$ cat config.mk
export PLATFORM = sky130hd
export DESIGN_NAME = boot_loader_flat
export DESIGN_NICKNAME = d
export VERILOG_FILES = /design/src/rtl/boot_loader_if.sv /design/src/rtl/boot_loader.sv /design/src/flat_wrapper.sv
export SDC_FILE = /design/constraint.sdc
export NUM_CORES = 1
export LEC_CHECK = 0
export CORE_MARGIN = 2
export CORE_UTILIZATION = 63
export CTS_CLUSTER_DIAMETER = 150
export DETAILED_ROUTE_END_ITERATION = 12
export PLACE_DENSITY = 0.86
export SLEW_MARGIN = 10
export SYNTH_ARGS = -nofsm -noshare
export SYNTH_HDL_FRONTEND = slang
export SYNTH_SLANG_ARGS = --single-unit
$ cat constraint.sdc
create_clock -name CLK -period 5.2 [get_ports CLK]
set_input_delay 0.78 -clock CLK [delete_from_list [all_inputs] [get_ports CLK]]
set_output_delay 0.78 -clock CLK [all_outputs]
set_load 0.005 [all_outputs]
$ cat src/rtl/boot_loader_if.sv
// boot_loader_if: byte-stream input and instruction-memory write bus of the program loader
interface boot_loader_if #(parameter int ADDR_WIDTH = 8);
  logic                  in_valid;
  logic [7:0]            in_data;
  logic                  in_ready;
  logic                  imem_we;
  logic [ADDR_WIDTH-1:0] imem_addr;
  logic [31:0]           imem_wdata;
  modport master(output in_valid, in_data, input in_ready, imem_we, imem_addr, imem_wdata);
  modport slave(input in_valid, in_data, output in_ready, imem_we, imem_addr, imem_wdata);
endinterface

$ cat src/rtl/boot_loader.sv
// boot_loader: loads a checksummed big-endian word image into imem and holds the core in reset until verified
module boot_loader #(
  parameter int ADDR_WIDTH = 8,
  parameter int DATA_WIDTH = 32
) (
  input  logic         CLK,
  input  logic         Reset,
  boot_loader_if.slave bus,
  output logic         core_reset,
  output logic         done,
  output logic         error
);
  localparam logic [2:0] RST_HOLD = 3'd0;
  localparam logic [2:0] HDR      = 3'd1;
  localparam logic [2:0] LOAD     = 3'd2;
  localparam logic [2:0] CSUM     = 3'd3;
  localparam logic [2:0] RUN      = 3'd4;
  localparam logic [2:0] ERR      = 3'd5;
  localparam logic [DATA_WIDTH:0] C_MAX_N = {{DATA_WIDTH{1'b0}}, 1'b1} << ADDR_WIDTH;

  logic [2:0]            r_state;
  logic [1:0]            r_byte_cnt;
  logic [DATA_WIDTH-9:0] r_shift;
  logic [DATA_WIDTH-1:0] r_words_left;
  logic [ADDR_WIDTH-1:0] r_waddr;
  logic [DATA_WIDTH-1:0] r_csum;
  logic                  r_we;
  logic [ADDR_WIDTH-1:0] r_addr;
  logic [DATA_WIDTH-1:0] r_wdata;

  logic                  w_fire;
  logic                  w_last;
  logic [DATA_WIDTH-1:0] w_word;
  logic                  w_bad_n;

  assign bus.in_ready = (r_state == HDR) || (r_state == LOAD) || (r_state == CSUM);
  assign w_fire       = bus.in_valid && bus.in_ready;
  assign w_last       = w_fire && (r_byte_cnt == 2'd3);
  assign w_word       = {r_shift, bus.in_data};
  assign w_bad_n      = (w_word == '0) || ({1'b0, w_word} > C_MAX_N);
  assign bus.imem_we    = r_we;
  assign bus.imem_addr  = r_addr;
  assign bus.imem_wdata = r_wdata;
  assign core_reset   = r_state != RUN;
  assign done         = r_state == RUN;
  assign error        = r_state == ERR;

  // byte assembly, header/data/checksum sequencing and the registered imem write port
  always_ff @(posedge CLK) begin
    if (Reset) begin
      r_state      <= RST_HOLD;
      r_byte_cnt   <= '0;
      r_shift      <= '0;
      r_words_left <= '0;
      r_waddr      <= '0;
      r_csum       <= '0;
      r_we         <= 1'b0;
      r_addr       <= '0;
      r_wdata      <= '0;
    end else begin
      r_we <= 1'b0;
      if (w_fire) begin
        r_byte_cnt <= r_byte_cnt + 2'd1;
        r_shift    <= w_word[DATA_WIDTH-9:0];
      end
      case (r_state)
        RST_HOLD: r_state <= HDR;
        HDR: if (w_last) begin
          r_words_left <= w_word;
          r_waddr      <= '0;
          r_csum       <= '0;
          r_state      <= w_bad_n ? ERR : LOAD;
        end
        LOAD: if (w_last) begin
          r_we         <= 1'b1;
          r_addr       <= r_waddr;
          r_wdata      <= w_word;
          r_csum       <= r_csum ^ w_word;
          r_waddr      <= r_waddr + ADDR_WIDTH'(1);
          r_words_left <= r_words_left - DATA_WIDTH'(1);
          r_state      <= (r_words_left == DATA_WIDTH'(1)) ? CSUM : LOAD;
        end
        CSUM: if (w_last) r_state <= (w_word == r_csum) ? RUN : ERR;
        default: r_state <= r_state;
      endcase
    end
  end
endmodule
$ cat src/flat_wrapper.sv
// flat-port wrapper written by rule: the top's interface ports become plain ports
module boot_loader_flat 
#(
  parameter int ADDR_WIDTH = 8,
  parameter int DATA_WIDTH = 32
)
  (CLK, Reset, core_reset, done, error, bus_in_valid, bus_in_data, bus_in_ready, bus_imem_we, bus_imem_addr, bus_imem_wdata);
  boot_loader_if #(.ADDR_WIDTH(ADDR_WIDTH)) bus_i ();
  input  logic CLK;
  input  logic Reset;
  output logic core_reset;
  output logic done;
  output logic error;
  input wire logic [$bits(bus_i.in_valid)-1:0] bus_in_valid;
  input wire logic [$bits(bus_i.in_data)-1:0] bus_in_data;
  output wire logic [$bits(bus_i.in_ready)-1:0] bus_in_ready;
  output wire logic [$bits(bus_i.imem_we)-1:0] bus_imem_we;
  output wire logic [$bits(bus_i.imem_addr)-1:0] bus_imem_addr;
  output wire logic [$bits(bus_i.imem_wdata)-1:0] bus_imem_wdata;
  assign bus_i.in_valid = bus_in_valid;
  assign bus_i.in_data = bus_in_data;
  assign bus_in_ready = bus_i.in_ready;
  assign bus_imem_we = bus_i.imem_we;
  assign bus_imem_addr = bus_i.imem_addr;
  assign bus_imem_wdata = bus_i.imem_wdata;
  boot_loader #(.ADDR_WIDTH(ADDR_WIDTH), .DATA_WIDTH(DATA_WIDTH)) u_core (.CLK(CLK), .Reset(Reset), .bus(bus_i), .core_reset(core_reset), .done(done), .error(error));
endmodule
Word-level counts from Yosys, hierarchy flattened:

Index checks and enable logic that the tools add are counted.

* logic and storage cells: 57
* input bits: 11
* flip-flop bits (word level): 142

* reduce and logical (&&, ||, !) cells: 13
* multiplexer cells: 17
* add/sub/neg operators: 3
* bitwise logic cells: 2
* magnitude comparators: 1
* equality and inequality tests: 12

Operators by type and width (count)
* two-way mux 32 bit: 4
* case mux 32 bit (2 select lines): 2
* == test 32 x 1 -> 1 bit, second input constant: 1
* == test 32 bit: 1
* greater-than comparator 32 x 9 -> 1 bit, second input constant: 1
* zero test 32 bit: 1
* subtractor 32 x 1 -> 32 bit, second input constant: 1
* XOR 32 bit: 1
* two-way mux 8 bit: 2
* case mux 8 bit (2 select lines): 1
* two-way mux 3 bit: 4
* case mux 3 bit (4 select lines): 1
* adder 8 x 1 -> 8 bit, second input constant: 1
* == test 3 x 2 -> 1 bit, second input constant: 2
* == test 3 bit, second input constant: 2
* != test 2 x 1 -> 1 bit, second input constant: 3
* AND reduction 4 bit: 1
* nonzero test 4 bit: 1
* == test 3 x 1 -> 1 bit, second input constant: 1
* zero test 3 bit: 1
* logical OR 1 bit: 3
* two-way mux 1 bit: 3
* != test 3 bit, second input constant: 1
* AND reduction 3 bit: 1
* 7 further kinds: 8

Longest topological paths before layout:

Gate-level depths: netlist of the first run.

* depth in word-level cells: 7
* mapped depth: 9
* mapped depth without buffers: 7

Least setup slack after synthesis of the first run:

OpenSTA, ideal clock, no wires.

* path kind: register to register
* start point: reg u_core.r_words_left[7]
* end point: reg u_core.r_words_left[29]
* setup time: 0.114 ns
* slack: 2.998 ns
* stages on the path, launching flop included: 7
* period minus slack after synthesis: 2.202 ns
* buffers on the path: 1
* data required time: 5.086 ns
* arrival: 2.088 ns
* path through: dfxtp_1 or4_4 nor4_4 and3_1 buf_4 mux2_2 a21o_1

* cells in the longest elaborated chain, start to end: 3

Ends and longest elaborated chain
* start: declaration: line boot_loader.sv:24 `logic [DATA_WIDTH-1:0] r_words_left;`
* start signal: assignment: line boot_loader.sv:69 `r_words_left <= w_word;`
* start signal: assignment: line boot_loader.sv:80 `r_words_left <= r_words_left - DATA_WIDTH'(1);`
* subtractor 32 x 1 -> 32 bit: line boot_loader.sv:80
* two-way mux 32 bit: line boot_loader.sv:74 `LOAD: if (w_last) begin`
* case mux 32 bit (2 select lines): line boot_loader.sv:66 `case (r_state)`

Every way passes these cells. The select of a mux whose other input is x is not followed.
A chain may end at the register's enable or synchronous reset.

Worst setup path in the final report of the first run:

* start point: reg u_core.r_state[2]
* end point: out error

* cells in the longest elaborated chain, start to end: 1

Ends and longest elaborated chain
* start: declaration: line boot_loader.sv:21 `logic [2:0] r_state;`
* start signal: assignment: line boot_loader.sv:72 `r_state <= w_bad_n ? ERR : LOAD;`
* start signal: assignment: line boot_loader.sv:81 `r_state <= (r_words_left == DATA_WIDTH'(1)) ? CSUM : LOAD;`
* start signal: assignment: line boot_loader.sv:83 `CSUM: if (w_last) r_state <= (w_word == r_csum) ? RUN : ERR;`
* == test 3 bit: line boot_loader.sv:46 `assign error = r_state == ERR;`
* end: declaration: line flat_wrapper.sv:13 `output logic error;`

Every way passes these cells.

==> results of run 1 <==
-- worst register-to-register path: cells and delay by family, from the launching register on --
family | cells | cell delay [ns]
flops | 1 | 0.51
simple gates | 3 | 1.58
buf+inv | 1 | 0.39
compound gates | 1 | 0.24
-- per-layer routing --
layer  vias to the layer above  track usage (%)
met5                         -                0
met4                         0             15.8
met3                        75             9.44
met2                       402             54.9
met1                      3098             43.6
li1                       3082                -
-- final timing paths --
kind         cells after the start                   endpoint
max                              3                      error
min reg2reg                      2  u_core.bus.imem_wdata[15]
min                              2  u_core.bus.imem_wdata[15]
max reg2reg                      5    u_core.r_words_left[28]
-- registers in the layout (all words and copies together), names as in the netlist --
signal	cells
u_core.bus.imem_addr	8
u_core.bus.imem_wdata	32
u_core.bus.imem_we	1
u_core.r_byte_cnt	2
u_core.r_csum	32
u_core.r_shift	24
u_core.r_state	3
u_core.r_waddr	8
u_core.r_words_left	32
-- cell usage in the layout (no fill, tap or decap), drive strengths merged, types with 10 or more instances in the layout --
master / synthesis / layout
o21ai: 26 / 26
xor2: 33 / 33
nand4: 10 / 10
nand3: 13 / 13
clkbuf: 77 / 22
nand2: 153 / 153
a21oi: 128 / 128
clkdlybuf4s50: 0 / 54
buf: 12 / 10
a211oi: 35 / 35
dfxtp: 142 / 142
nor2: 86 / 86
nor4: 23 / 23
nor3: 18 / 18
-- power by group through the flow --
stage                     logic (mW)  clock network, mW  registers (mW)
after floorplan               0.0659                  0            1.12
after CTS                     0.0869               1.18            1.11
final                         0.0888               1.18            1.11
after global routing          0.0947               1.23            1.11
after global placement        0.0833                  0            1.13
after detailed placement      0.0858                  0            1.13
-- final cells by class --
class / count / area [um2]
clock buffers: 22 / 443
inverters: 7 / 26.3
flip-flops and latches: 142 / 2840
well taps: 136 / 170
fillers: 757 / 2600
multi-input cells: 642 / 3600
clock inverters: 7 / 115
repair buffers: 64 / 616
-- cell families after synthesis --
| family | Yosys count | share of synthesized area [%] |
|---|---|---|
| mux | 2 | 0.313 |
| compound gates | 251 | 23.1 |
| flops | 142 | 41.8 |
| fa+ha+maj | 4 | 0.736 |
| xor+xnor | 34 | 4.38 |
| buf+inv | 96 | 5.46 |
| simple gates | 351 | 24.2 |
==> reports/metrics.cfg, run 1 <==
[run_status]
status = finished, final reports clean

[pwr]
p_total_mw = 2.37
pwr-share-clk_pct = 49.5
pwr-share-seq_pct = 46.8
power_switching_mw = 0.518
p_leak_nw = 2.88
intPower_mw = 1.86
p_sw_share_pct = 21.8
powerDensity_mw_per_mm2 = 304
combPwrFrac_pct = 3.7
ir_drop_mv = 0.264

[final_layout]
area_delta_synth_final_pct = 14.9
fin_area_mm2 = 0.00782
nNetsFinal = 889
post-route-util_pct = 75.1
antenna-diode-count = 0
drive_above_1_share_pct = 6.33
fin_cells = 1020

[routing]
top_layer = met4
drcViolationCount = 0
vias = 6657
met3_length_um = 2170
wl_met2_um = 8990
drt_iter0_drc = 886
postRouteAntennaNets = 0
wirelength_um = 19400
drtPass1Iterations = 8
wl_met1_um = 7430
routedWlPerCell_um = 19.0
viasPerCell = 6.53

[floorplanning]
io_pins = 56
floorplan.rows = 37
fp.dieW_um = 108
dieArea_mm2 = 0.0116
fp.coreArea_mm2 = 0.0104
start_util_pct = 65.3
dieHeight_um = 108

[critical_path]
setup.worst_path.start = u_core.r_state[2]
cp-end-kind = primary output
r2r_slack_ns = 2.38
slowest_stage = clkdlybuf4s50_1
crit_fanout = 8
start_kind = flop
path_cells = inv_1 > nor3b_1 > clkdlybuf4s50_1
critPathTopFamily = buffers and inverters
crit_arrival_ns = 2.12
worst_path_largest_cell_delay_ns = 0.57
critPathKind = reg2out
r2r_start = u_core.r_state[1]
cp_num_buf_inv = 2
cp.required_ns = 4.42

[timing]
finalCritPeriodShare_pct = 55.8
min_period_ns = 2.90
slew_headroom_pct = 17.8
setup_viol_count_final = 0
slew_violations = 0
hold-worst-slack_ns = 0.453
final.setup.worst_slack_ns = 2.30
tightest_slew_ns = 1.23
finalHoldViolations = 0
finClkSkew_ns = 0.00566
rsz0062_at_grt = no
finalSetupTns_ns = 0
fmax_mhz = 345

[global_routing]
first_global_vias = 6248
grt_pass1_wl_um = 31300
antenna_found_initial = 0
groute.usage.overall_pct = 34.4
grt_max_degree = 121
grt-ovfl-total = 0

[synthesis]
synth_most_common_cell = nand2_1
yosysTopAreaCell = dfxtp_1
syn_avg_cell_area_um2 = 7.73
netlist.area_leader.share_pct = 41.8
async_flop_share_pct = 0
synth.distinct_cells = 64
syn-num-nets = 895
synth_area_leaders = dfxtp_1 42%, a21oi_1 9.4%, nand2_1 8.4%
ys_ff_latch = 142
yosysWarnings = 0
synth_edf_count = 0
synthTopCellsByCount = 153 x nand2_1, 142 x dfxtp_1, 128 x a21oi_1
synth_area_mm2 = 0.00680
yosys_most_used_dff = dfxtp_1
yosysSeqAreaShare_pct = 41.8
synthCells = 880

[placed_design]
io_buffer_count = 55
finalWeightedCongestion = 0.908
placed_area_mm2 = 0.00726
hpwl_um = 11900
post-place-cells = 991
post-place-ws_ns = 1.98

[clock_network]
h-tree-depth = 4
cts_num_sinks = 142
cts_inserted_buffers = 17
hold_buffers = 0
postCtsSetupBuffers = 0
tritoncts = built
clk_path_buf_depth = 2
clk_pin_slew_ns = 0.06
post_cts_resized = 0
cts_root_buffer = clkbuf_8
clk_latency_ns = 0.54

[job]
cap_violations = 0

[hold_path]
hold_path_class = reg2reg
hp-start = u_core.bus.imem_wdata[15]

Power figures use the tool's default switching activity.
==> run 2, diff against run 1 <==
CORE_UTILIZATION = 58   (was 63)
PLACE_DENSITY = 0.8   (was 0.86)
clock period = 3.04 ns   (was 5.2 ns; I/O delays follow)
==> run 2 against run 1 <==
Effect of this change:
- combinational power is 87% higher
- non-clock buffer count is 16 higher
- flip-flop and latch count stayed put
- register-to-register slack worse by 1.8 ns
- sequential share of layout area is 0.94 points lower
- final cell count is 2.4% higher
- wire length is 4.5% higher
- via count is 0.71% higher
- critical path type is now reg2reg
- highest routed layer unchanged
==> reports/metrics.cfg, run 2 (synthesis gave the netlist of run 1 again) <==
[run_status]
status = finished, final reports clean

[pwr]
p_total_mw = 4.28
p_leak_nw = 3.00
ir_drop_mv = 0.428
powerDensity_mw_per_mm2 = 533

[timing]
slew_headroom_pct = 26.3
setup_viol_count_final = 0
tightest_slew_ns = 1.10
min_period_ns = 2.51
fmax_mhz = 399
finalHoldViolations = 0
finalSetupTns_ns = 0
rsz0062_at_grt = no
finClkSkew_ns = 0.00844
finalCritPeriodShare_pct = 82.4
slew_violations = 0

[placed_design]
io_buffer_count = 55
finalWeightedCongestion = 0.915
hpwl_um = 13000

[critical_path]
critPathTopFamily = simple AND/OR/NAND/NOR gates
crit_top_cell = a21oi_1
crit_fanout = 7
start_kind = flop
path_cells = or4_1 > nor4_1 > a21oi_1 > o21ai_0 > a21oi_1
slowest_stage = nor4_1
critPathKind = reg2reg
cp_num_buf_inv = 0
crit_arrival_ns = 2.77
cp.required_ns = 3.30
cp-end-kind = flop
worst_path_largest_cell_delay_ns = 0.83

[hold_path]
hold_path_class = reg2reg

[global_routing]
grt_max_degree = 75
grt-ovfl-total = 0
groute.usage.overall_pct = 32.4
grt_pass1_wl_um = 32500
antenna_found_initial = 0
first_global_vias = 6354

[routing]
postRouteAntennaNets = 0
vias = 6704
drcViolationCount = 0
routedWlPerCell_um = 19.4
drtPass1Iterations = 5
drt_iter0_drc = 643
viasPerCell = 6.42
wirelength_um = 20300

[clock_network]
cts_inserted_buffers = 17
clk_latency_ns = 0.42
tritoncts = built
clk_pin_slew_ns = 0.06
clk_path_buf_depth = 2
cts_root_buffer = clkbuf_16
cts_num_sinks = 142
hold_buffers = 0
postCtsSetupBuffers = 0
h-tree-depth = 4
post_cts_resized = 0

[floorplanning]
dieHeight_um = 112
floorplan.rows = 39
dieArea_mm2 = 0.0126
fp.coreArea_mm2 = 0.0114
fp.dieW_um = 112
start_util_pct = 59.6
io_pins = 56

[final_layout]
nNetsFinal = 905
antenna-diode-count = 0
layout_common_cells = 152 x nand2_1, 142 x dfxtp_1, 128 x a21oi_1
nFillCells = 932
drive_above_1_share_pct = 8.10
final_common_cell = nand2_1
area_delta_synth_final_pct = 18.0

[job]
cap_violations = 0

## run 2: cell types whose count changed in the layout (fill, tap and decap cells not counted), sizes merged
cell,before,now
buf,10,26
clkbuf,22,25
clkinvlp,2,0
bufinv,3,4
clkinv,2,1
## run 2: worst paths after layout
path	start	end	slack [ns]	cells past startpoint
setup / recovery	u_core.r_words_left[0]	u_core.r_words_left[17]	0.53	5
hold reg to reg	u_core.bus.imem_wdata[26]	u_core.bus.imem_wdata[26]	0.45	2
setup reg to reg	u_core.r_words_left[0]	u_core.r_words_left[17]	0.53	5
hold / removal	u_core.bus.imem_wdata[26]	u_core.bus.imem_wdata[26]	0.45	2
## run 2: layer usage
metal  vias to the layer above  global-route usage [%]  share of wire, %  routed length (um)
met5                         -                       0                 0                   0
met4                         0                    18.0               5.1                1040
met3                        78                    7.34               8.9                1790
met2                       341                    52.3                47                9490
met1                      3172                    40.1                39                7930
li1                       3113                       -                 -                   -
## run 2: report_power, final
part | total [mW] | internal (mW) | leakage (nW) | switching [mW]
combinational | 0.166 | 0.0548 | 1.55 | 0.111
clock | 2.22 | 1.45 | 0.304 | 0.765
sequential | 1.90 | 1.87 | 1.14 | 0.0244
total | 4.28 | 3.38 | 3.00 | 0.901
## run 2: area by class of cell
class | instances | area (um2) | share of cell area [%]
clock buffers | 25 | 495 | 6.17
clock inverters | 5 | 129 | 1.61
inverters | 7 | 26.3 | 0.327
multi-input cells | 642 | 3600 | 44.9
flip-flops and latches | 142 | 2840 | 35.4
well taps | 143 | 179 | 2.23
repair buffers | 80 | 748 | 9.32
## run 2: tightest hold or removal path, delay by kind of cell (launching register included)
family	cells	cell delay [ns]
AOI/OAI and AO/OA	1	0.05
and+or+nand+nor	1	0.05
DFF	1	0.30
## run 2: per-stage QoR
stage	util, %	hold slack [ns]	setup slack (ns)	cell area (um2)	cells
6_report	70.3	0.453	0.535	8030	1044
5_1_grt	70.3	0.475	0.454	8030	1044
4_1_cts	70.3	0.456	0.578	8030	1044
3_5_place_dp	64.8	0.449	0.472	7400	1014
3_3_place_gp	64.8	0.441	0.485	7400	1014
2_1_floorplan	-	0.440	0.838	6800	880
